===== config.mk =====
export PLATFORM = sky130hd
export DESIGN_NAME = mem_stage
export DESIGN_NICKNAME = d
export VERILOG_FILES = /design/src/rtl/mem_stage_pkg.sv /design/src/rtl/mem_stage_load_extend.sv /design/src/rtl/mem_stage.sv
export SDC_FILE = /design/constraint.sdc
export NUM_CORES = 1
export LEC_CHECK = 0
export CORE_AREA = 2 2 109 164
export DETAILED_ROUTE_END_ITERATION = 6
export DIE_AREA = 0 0 111 166
export PLACE_DENSITY_LB_ADDON = 0.05
export SETUP_SLACK_MARGIN = 0.5
export SYNTH_ARGS = -nofsm -noshare
export SYNTH_HDL_FRONTEND = slang
export SYNTH_SLANG_ARGS = --single-unit

===== constraint.sdc =====
create_clock -name clk_in -period 8 [get_ports clk_in]
set_input_delay 2.4 -clock clk_in [delete_from_list [all_inputs] [get_ports clk_in]]
set_output_delay 2.4 -clock clk_in [all_outputs]
set_load 0.03 [all_outputs]

===== src/rtl/mem_stage_pkg.sv =====
`default_nettype none
// ============================================================================
//  Module   : mem_stage_pkg
//  Brief    : Shared opcodes, funct3 size codes, constants and FSM encoding
//             for the MEM pipeline stage.
//  Revision : 1.0 - initial release
// ============================================================================
package mem_stage_pkg;

    localparam logic [6:0]  OPC_LOAD  = 7'b0000011;
    localparam logic [6:0]  OPC_STORE = 7'b0100011;

    localparam logic [2:0]  F3_B  = 3'd0;
    localparam logic [2:0]  F3_H  = 3'd1;
    localparam logic [2:0]  F3_W  = 3'd2;
    localparam logic [2:0]  F3_BU = 3'd4;
    localparam logic [2:0]  F3_HU = 3'd5;

    localparam logic [31:0] ZeroWord = 32'h0000_0000;

    typedef enum logic [1:0] {
        ST_IDLE  = 2'd0,
        ST_LOAD  = 2'd1,
        ST_STORE = 2'd2
    } state_e;

    // Number of bytes moved for a given funct3; unknown codes behave as a word.
    function automatic logic [2:0] access_size(input logic [2:0] f3);
        case (f3)
            F3_B, F3_BU: return 3'd1;
            F3_H, F3_HU: return 3'd2;
            default:     return 3'd4;
        endcase
    endfunction

endpackage
`default_nettype wire


===== src/rtl/mem_stage_load_extend.sv =====
`default_nettype none
// ============================================================================
//  Module   : load_extend
//  Brief    : Sign/zero extension of an assembled little-endian load word
//             according to funct3.
//  Revision : 1.0 - initial release
// ============================================================================
module load_extend
    import mem_stage_pkg::*;
(
    input  logic [31:0] word_in,
    input  logic [2:0]  funct3,
    output logic [31:0] word_out
);

    // Select extension from funct3; anything unrecognised passes the word through.
    always_comb begin
        word_out = word_in;
        case (funct3)
            F3_B:    word_out = {{24{word_in[7]}},  word_in[7:0]};
            F3_H:    word_out = {{16{word_in[15]}}, word_in[15:0]};
            F3_BU:   word_out = {24'h0, word_in[7:0]};
            F3_HU:   word_out = {16'h0, word_in[15:0]};
            F3_W:    word_out = word_in;
            default: word_out = word_in;
        endcase
    end

endmodule
`default_nettype wire


===== src/rtl/mem_stage.sv =====
`default_nettype none
// ============================================================================
//  Module   : mem_stage
//  Brief    : MEM pipeline stage with MEM/WB register. Non-memory results pass
//             in one cycle; loads/stores are serialised over a byte-wide RAM
//             port while stall_req holds the upstream pipeline.
//  Revision : 1.0 - initial release
// ============================================================================
module mem_stage
    import mem_stage_pkg::*;
#(
    parameter int         ADDR_W   = 32,
    parameter logic [6:0] OP_LOAD  = OPC_LOAD,
    parameter logic [6:0] OP_STORE = OPC_STORE
) (
    input  logic              clk_in,
    input  logic              rst_n,
    input  logic              rdy_in,
    input  logic              in_valid,
    input  logic [4:0]        in_rd_addr,
    input  logic [31:0]       in_result,
    input  logic [31:0]       in_store_data,
    input  logic [6:0]        in_ins_type,
    input  logic [2:0]        in_ins_details,
    output logic              stall_req,
    output logic [ADDR_W-1:0] mem_a,
    output logic              mem_wr,
    output logic [7:0]        mem_dout,
    input  logic [7:0]        mem_din,
    output logic              out_valid,
    output logic [4:0]        out_rd_addr,
    output logic [31:0]       out_data,
    output logic              forward_mem_enable,
    output logic [4:0]        forward_mem_addr,
    output logic [31:0]       forward_mem_data
);

    state_e            state_q,     state_d;
    logic [2:0]        cnt_q,       cnt_d;
    logic [ADDR_W-1:0] addr_q,      addr_d;
    logic [31:0]       wdata_q,     wdata_d;
    logic [31:0]       rbuf_q,      rbuf_d;
    logic [4:0]        rd_q,        rd_d;
    logic [2:0]        f3_q,        f3_d;
    logic [ADDR_W-1:0] mem_a_q,     mem_a_d;
    logic              mem_wr_q,    mem_wr_d;
    logic [7:0]        mem_dout_q,  mem_dout_d;
    logic              out_valid_q, out_valid_d;
    logic [4:0]        out_rd_q,    out_rd_d;
    logic [31:0]       out_data_q,  out_data_d;

    logic [2:0]        w_size;
    logic [1:0]        w_byte_idx;
    logic [31:0]       w_assembled;
    logic [31:0]       w_extended;
    logic [7:0]        w_store_byte;

    assign w_size       = access_size(f3_q);
    assign w_store_byte = 8'(wdata_q >> {cnt_q, 3'b000});

    // Merge the byte arriving on mem_din into the load buffer; byte k lands
    // two edges after its address was issued, i.e. when cnt_q == k + 2.
    always_comb begin
        w_assembled = rbuf_q;
        w_byte_idx  = 2'(cnt_q - 3'd2);
        if (state_q == ST_LOAD && cnt_q >= 3'd2) begin
            for (int b = 0; b < 4; b++) begin
                if (w_byte_idx == 2'(b)) begin
                    w_assembled[8*b +: 8] = mem_din;
                end
            end
        end
    end

    load_extend u_load_extend (
        .word_in  (w_assembled),
        .funct3   (f3_q),
        .word_out (w_extended)
    );

    // Next-state and MEM/WB register computation.
    always_comb begin
        state_d     = state_q;
        cnt_d       = cnt_q;
        addr_d      = addr_q;
        wdata_d     = wdata_q;
        rbuf_d      = rbuf_q;
        rd_d        = rd_q;
        f3_d        = f3_q;
        mem_a_d     = mem_a_q;
        mem_wr_d    = mem_wr_q;
        mem_dout_d  = mem_dout_q;
        out_valid_d = out_valid_q;
        out_rd_d    = out_rd_q;
        out_data_d  = out_data_q;

        case (state_q)
            ST_IDLE: begin
                out_valid_d = 1'b0;
                if (in_valid) begin
                    if (in_ins_type == OP_LOAD) begin
                        state_d  = ST_LOAD;
                        addr_d   = ADDR_W'(in_result);
                        rd_d     = in_rd_addr;
                        f3_d     = in_ins_details;
                        rbuf_d   = ZeroWord;
                        mem_a_d  = ADDR_W'(in_result);
                        mem_wr_d = 1'b0;
                        cnt_d    = 3'd1;
                    end else if (in_ins_type == OP_STORE) begin
                        state_d    = ST_STORE;
                        addr_d     = ADDR_W'(in_result);
                        wdata_d    = in_store_data;
                        f3_d       = in_ins_details;
                        mem_a_d    = ADDR_W'(in_result);
                        mem_wr_d   = 1'b1;
                        mem_dout_d = in_store_data[7:0];
                        cnt_d      = 3'd1;
                    end else begin
                        out_valid_d = 1'b1;
                        out_rd_d    = in_rd_addr;
                        out_data_d  = in_result;
                    end
                end
            end

            ST_LOAD: begin
                out_valid_d = 1'b0;
                cnt_d       = cnt_q + 3'd1;
                rbuf_d      = w_assembled;
                if (cnt_q < w_size) begin
                    mem_a_d = addr_q + ADDR_W'(cnt_q);
                end
                // Last byte is on mem_din now; retire straight from the merge.
                if (cnt_q == w_size + 3'd1) begin
                    state_d     = ST_IDLE;
                    cnt_d       = 3'd0;
                    out_valid_d = 1'b1;
                    out_rd_d    = rd_q;
                    out_data_d  = w_extended;
                end
            end

            ST_STORE: begin
                out_valid_d = 1'b0;
                if (cnt_q < w_size) begin
                    mem_a_d    = addr_q + ADDR_W'(cnt_q);
                    mem_dout_d = w_store_byte;
                    mem_wr_d   = 1'b1;
                    cnt_d      = cnt_q + 3'd1;
                end else begin
                    // Stores retire with rd=0 so nothing is written back.
                    state_d     = ST_IDLE;
                    cnt_d       = 3'd0;
                    mem_wr_d    = 1'b0;
                    out_valid_d = 1'b1;
                    out_rd_d    = 5'd0;
                    out_data_d  = ZeroWord;
                end
            end

            default: begin
                state_d  = ST_IDLE;
                cnt_d    = 3'd0;
                mem_wr_d = 1'b0;
            end
        endcase
    end

    // State register: synchronous active-low reset, frozen while rdy_in is low.
    always_ff @(posedge clk_in) begin
        if (!rst_n) begin
            state_q     <= ST_IDLE;
            cnt_q       <= 3'd0;
            addr_q      <= '0;
            wdata_q     <= ZeroWord;
            rbuf_q      <= ZeroWord;
            rd_q        <= 5'd0;
            f3_q        <= 3'd0;
            mem_a_q     <= '0;
            mem_wr_q    <= 1'b0;
            mem_dout_q  <= 8'h00;
            out_valid_q <= 1'b0;
            out_rd_q    <= 5'd0;
            out_data_q  <= ZeroWord;
        end else if (rdy_in) begin
            state_q     <= state_d;
            cnt_q       <= cnt_d;
            addr_q      <= addr_d;
            wdata_q     <= wdata_d;
            rbuf_q      <= rbuf_d;
            rd_q        <= rd_d;
            f3_q        <= f3_d;
            mem_a_q     <= mem_a_d;
            mem_wr_q    <= mem_wr_d;
            mem_dout_q  <= mem_dout_d;
            out_valid_q <= out_valid_d;
            out_rd_q    <= out_rd_d;
            out_data_q  <= out_data_d;
        end
    end

    assign stall_req          = (state_q != ST_IDLE);
    assign mem_a              = mem_a_q;
    assign mem_wr             = mem_wr_q;
    assign mem_dout           = mem_dout_q;
    assign out_valid          = out_valid_q;
    assign out_rd_addr        = out_rd_q;
    assign out_data           = out_data_q;
    assign forward_mem_enable = out_valid_q && (out_rd_q != 5'd0);
    assign forward_mem_addr   = out_rd_q;
    assign forward_mem_data   = out_data_q;

endmodule
`default_nettype wire


==> run_results.csv <==
group,metric,value,unit
status,status,"finished clean",
placed_design,dp_hpwl,18.6,mm
floorplanning,coreArea,17100,um^2
logic_synthesis,synth-simple-area-share,0.194,
floorplanning,rows,59,
cells_and_area,final_util,0.685,
logic_synthesis,synth_async_sr_flop_share,0,
sta,max_slew.worst_pin.slew,1.39,ns
setup_path,path_max_fanout,34,
clocking,clkLatencyLatePin,0.43,ns
cells_and_area,diodes,0,
global_routing,grt-ovfl-total,0,
floorplanning,ios,209,
logic_synthesis,yosysWarnings,0,
placed_design,port_buffers,208,
floorplanning,start_util,0.540,
global_routing,grt_usage,0.282,
logic_synthesis,ys_top_cells_by_area,"dfxtp_1 (41%), nand2_1 (9.0%), a21oi_1 (6.1%)",
sta,fin_tns_setup,0,ns
power,powerDensity,183,nW/um^2
logic_synthesis,synth_xor_area_frac,0.0266,
logic_synthesis,netlist.top_cell.by_area,"dfxtp_1",
logic_synthesis,synth-edff-count,0,
sta,final_max_slew_viol_count,0,
logic_synthesis,syn-num-nets,1236,
logic_synthesis,synth.most_common_cell,"nand2_1",
clocking,cts_setup_buffers,0,
clocking,htree_num_levels,4,
logic_synthesis,ys_ff_latch,188,
drt,vias_per_cell,5.79,
clocking,clk_pin_slew,0.07,ns
logic_synthesis,synth_cells,1129,
setup_path,critPathArrivalTime,5.13,ns
logic_synthesis,synth_top_family_by_area,"compound AO/OA/AOI/OAI gates",
cells_and_area,syn_to_final_growth,26.9,%
logic_synthesis,synthMuxAreaShare,0.0642,
sta,hold_violations,0,
sta,fin_crit,4.85,ns
floorplanning,die_area,18400,um^2
logic_synthesis,synth_fa_ha_area_frac,0.0225,
cells_and_area,nets,1356,
global_routing,grt_max_degree,82,
clocking,cts_sinks,188,
sta,setup_viol,0,
drt,wl_per_cell,17.9,um
drt,ant_nets,0,
drt,vias,8533,
clocking,cts_root_buf,"clkbuf_16",
clocking,cts_inserted_buffers,17,
logic_synthesis,synth_seq_area_share,0.409,
sta,fmax,0.206,GHz
drt,routed_wl,26.5,mm
logic_synthesis,synth.distinct_cells,65,
clocking,cts_max_path_buffers,2,
global_routing,first_global_vias,7935,
run,drv_cap,0,
drt,drt-initial-drc-count,615,
logic_synthesis,ys_top_cells_by_count,"nand2_1 (220), dfxtp_1 (188), a21oi_1 (113)",
sta,finalClockSkew,0.00782,ns
sta,rsz0062_at_grt,"false",
placed_design,place_congestion,0.871,
logic_synthesis,synth_ff_type,"dfxtp_1",
logic_synthesis,synth_top_cell_area_share,0.409,
power,ir_drop,0.175,mV
clocking,cts_resized,0,
clocking,postCtsHoldBufs,0,
setup_path,endpoint_kind,"flip-flop",
global_routing,grt_antenna_before_repair,0,
logic_synthesis,syn_area,9210,um^2
setup_path,startpoint_type,"input pin",
sta,min_period_over_period,0.607,
floorplanning,fp.dieW,111,um
logic_synthesis,synth_area_per_cell,8.16,um^2
logic_synthesis,synth-compound-area-share,0.206,
floorplanning,dieHeight,166,um
sta,worst_slew_margin_rel,0.0636,
power,total_leakage_power,4.06,nW
drt,drc,0,
cells_and_area,fill_cells,1458,
cells_and_area,layout-drive-gt1-share,0.0563,
setup_path,crit_type,"in -> reg",
setup_path,required,8.28,ns
drt,drtPass1Iterations,5,
global_routing,grt_pass1_wl,42.0,mm
clocking,cts_tree,"done",
min_path,worst_hold_path_type,"reg -> reg",
[metrics by stage]
step	area [um^2]	setup slack [ns]	instances	hold slack (ns)	power (mW)
after floorplan	9210	3.92	1129	0.433	1.13
after global placement	11000	2.80	1443	0.438	1.24
after detailed placement	11000	2.79	1443	0.444	1.24
after CTS	11700	3.23	1475	0.453	2.15
after global routing	11700	2.92	1475	0.465	2.21
final	11700	3.15	1475	0.452	2.14
[worst max-delay path, cell delays in order]
cell             delay [ns]
clkdlybuf4s50_1        0.59
nor2b_1                0.24
a41oi_1                0.52
a211o_1                1.00
a211oi_1               0.13
a21oi_1                0.18
nor2_1                 0.06
[registers in the layout, summed over array words and instances, names as in the netlist]
signal            flops
state_q               2
forward_mem_data     32
forward_mem_addr      5
rbuf_q               32
addr_q               32
f3_q                  3
mem_dout              8
cnt_q                 3
mem_a                32
mem_wr                1
wdata_q              32
out_valid             1
rd_q                  5
[power breakdown]
part	internal, mW	switching, mW
Combinational	0.113	0.143
Sequential	0.953	0.0139
Clock	0.544	0.377
[layer usage]
layer  global-route usage  wire length, um
met5                    0                0
met4                0.145             1110
met1                0.349            10700
met3               0.0588             1710
met2                0.464            12900
[cell families (layout without fill, tap and decap cells)]
group / Yosys count / in the layout
AND/OR/NAND/NOR: 407 / 407
AO/OA/AOI/OAI: 293 / 293
flip-flops: 188 / 188
buffers and inverters: 148 / 281
multiplexers: 49 / 49
XOR/XNOR: 28 / 28
adder cells (fa/ha/maj): 16 / 16
[layout make-up]
cell class	count	area, um^2	share of cell area
Clock inverter	12	185	0.0158
Clock buffer	20	457	0.0391
Multi-Input combinational cell	793	4750	0.406
Timing Repair Buffer	216	2140	0.183
Sequential cell	188	3760	0.322
Tap cell	213	267	0.0228
Inverter	33	125	0.0107
[cells in the final DEF, fill, tap and decap left out, types with 4 or more instances in the layout]
master and count:
mux2i_1 40, nand2b_1 20, a22o_1 24, clkdlybuf4s50_1 208, nor2b_1 14, nand2_1 220
a311oi_1 6, and2_1 4, a21oi_1 113, o22ai_1 13, nor3_1 8, ha_1 14
o2bb2ai_1 8, a31oi_1 18, mux4_2 8, buf_4 8, nand3_1 37, nand4_1 5
o221a_2 8, and4_1 4, xnor2_1 15, clkbuf_16 17, xor2_1 13, o211ai_1 4
dfxtp_1 188, o21ai_0 52, inv_1 31, nor2_1 74, a211oi_1 15, bufinv_16 4
or3_1 5
[worst paths after layout]
path,slack (ns),from,depth (start not counted),to
max,3.15,rdy_in,7,mem_a[12]$_SDFFE_PN0P_
min,0.45,wdata_q[18]$_SDFFE_PN0P_,2,wdata_q[18]$_SDFFE_PN0P_
max reg2reg,4.08,cnt_q[0]$_SDFFE_PN0P_,8,forward_mem_data[30]$_SDFFE_PN0P_
min reg2reg,0.45,wdata_q[18]$_SDFFE_PN0P_,2,wdata_q[18]$_SDFFE_PN0P_
No activity file was read; power rests on OpenSTA's default activity.
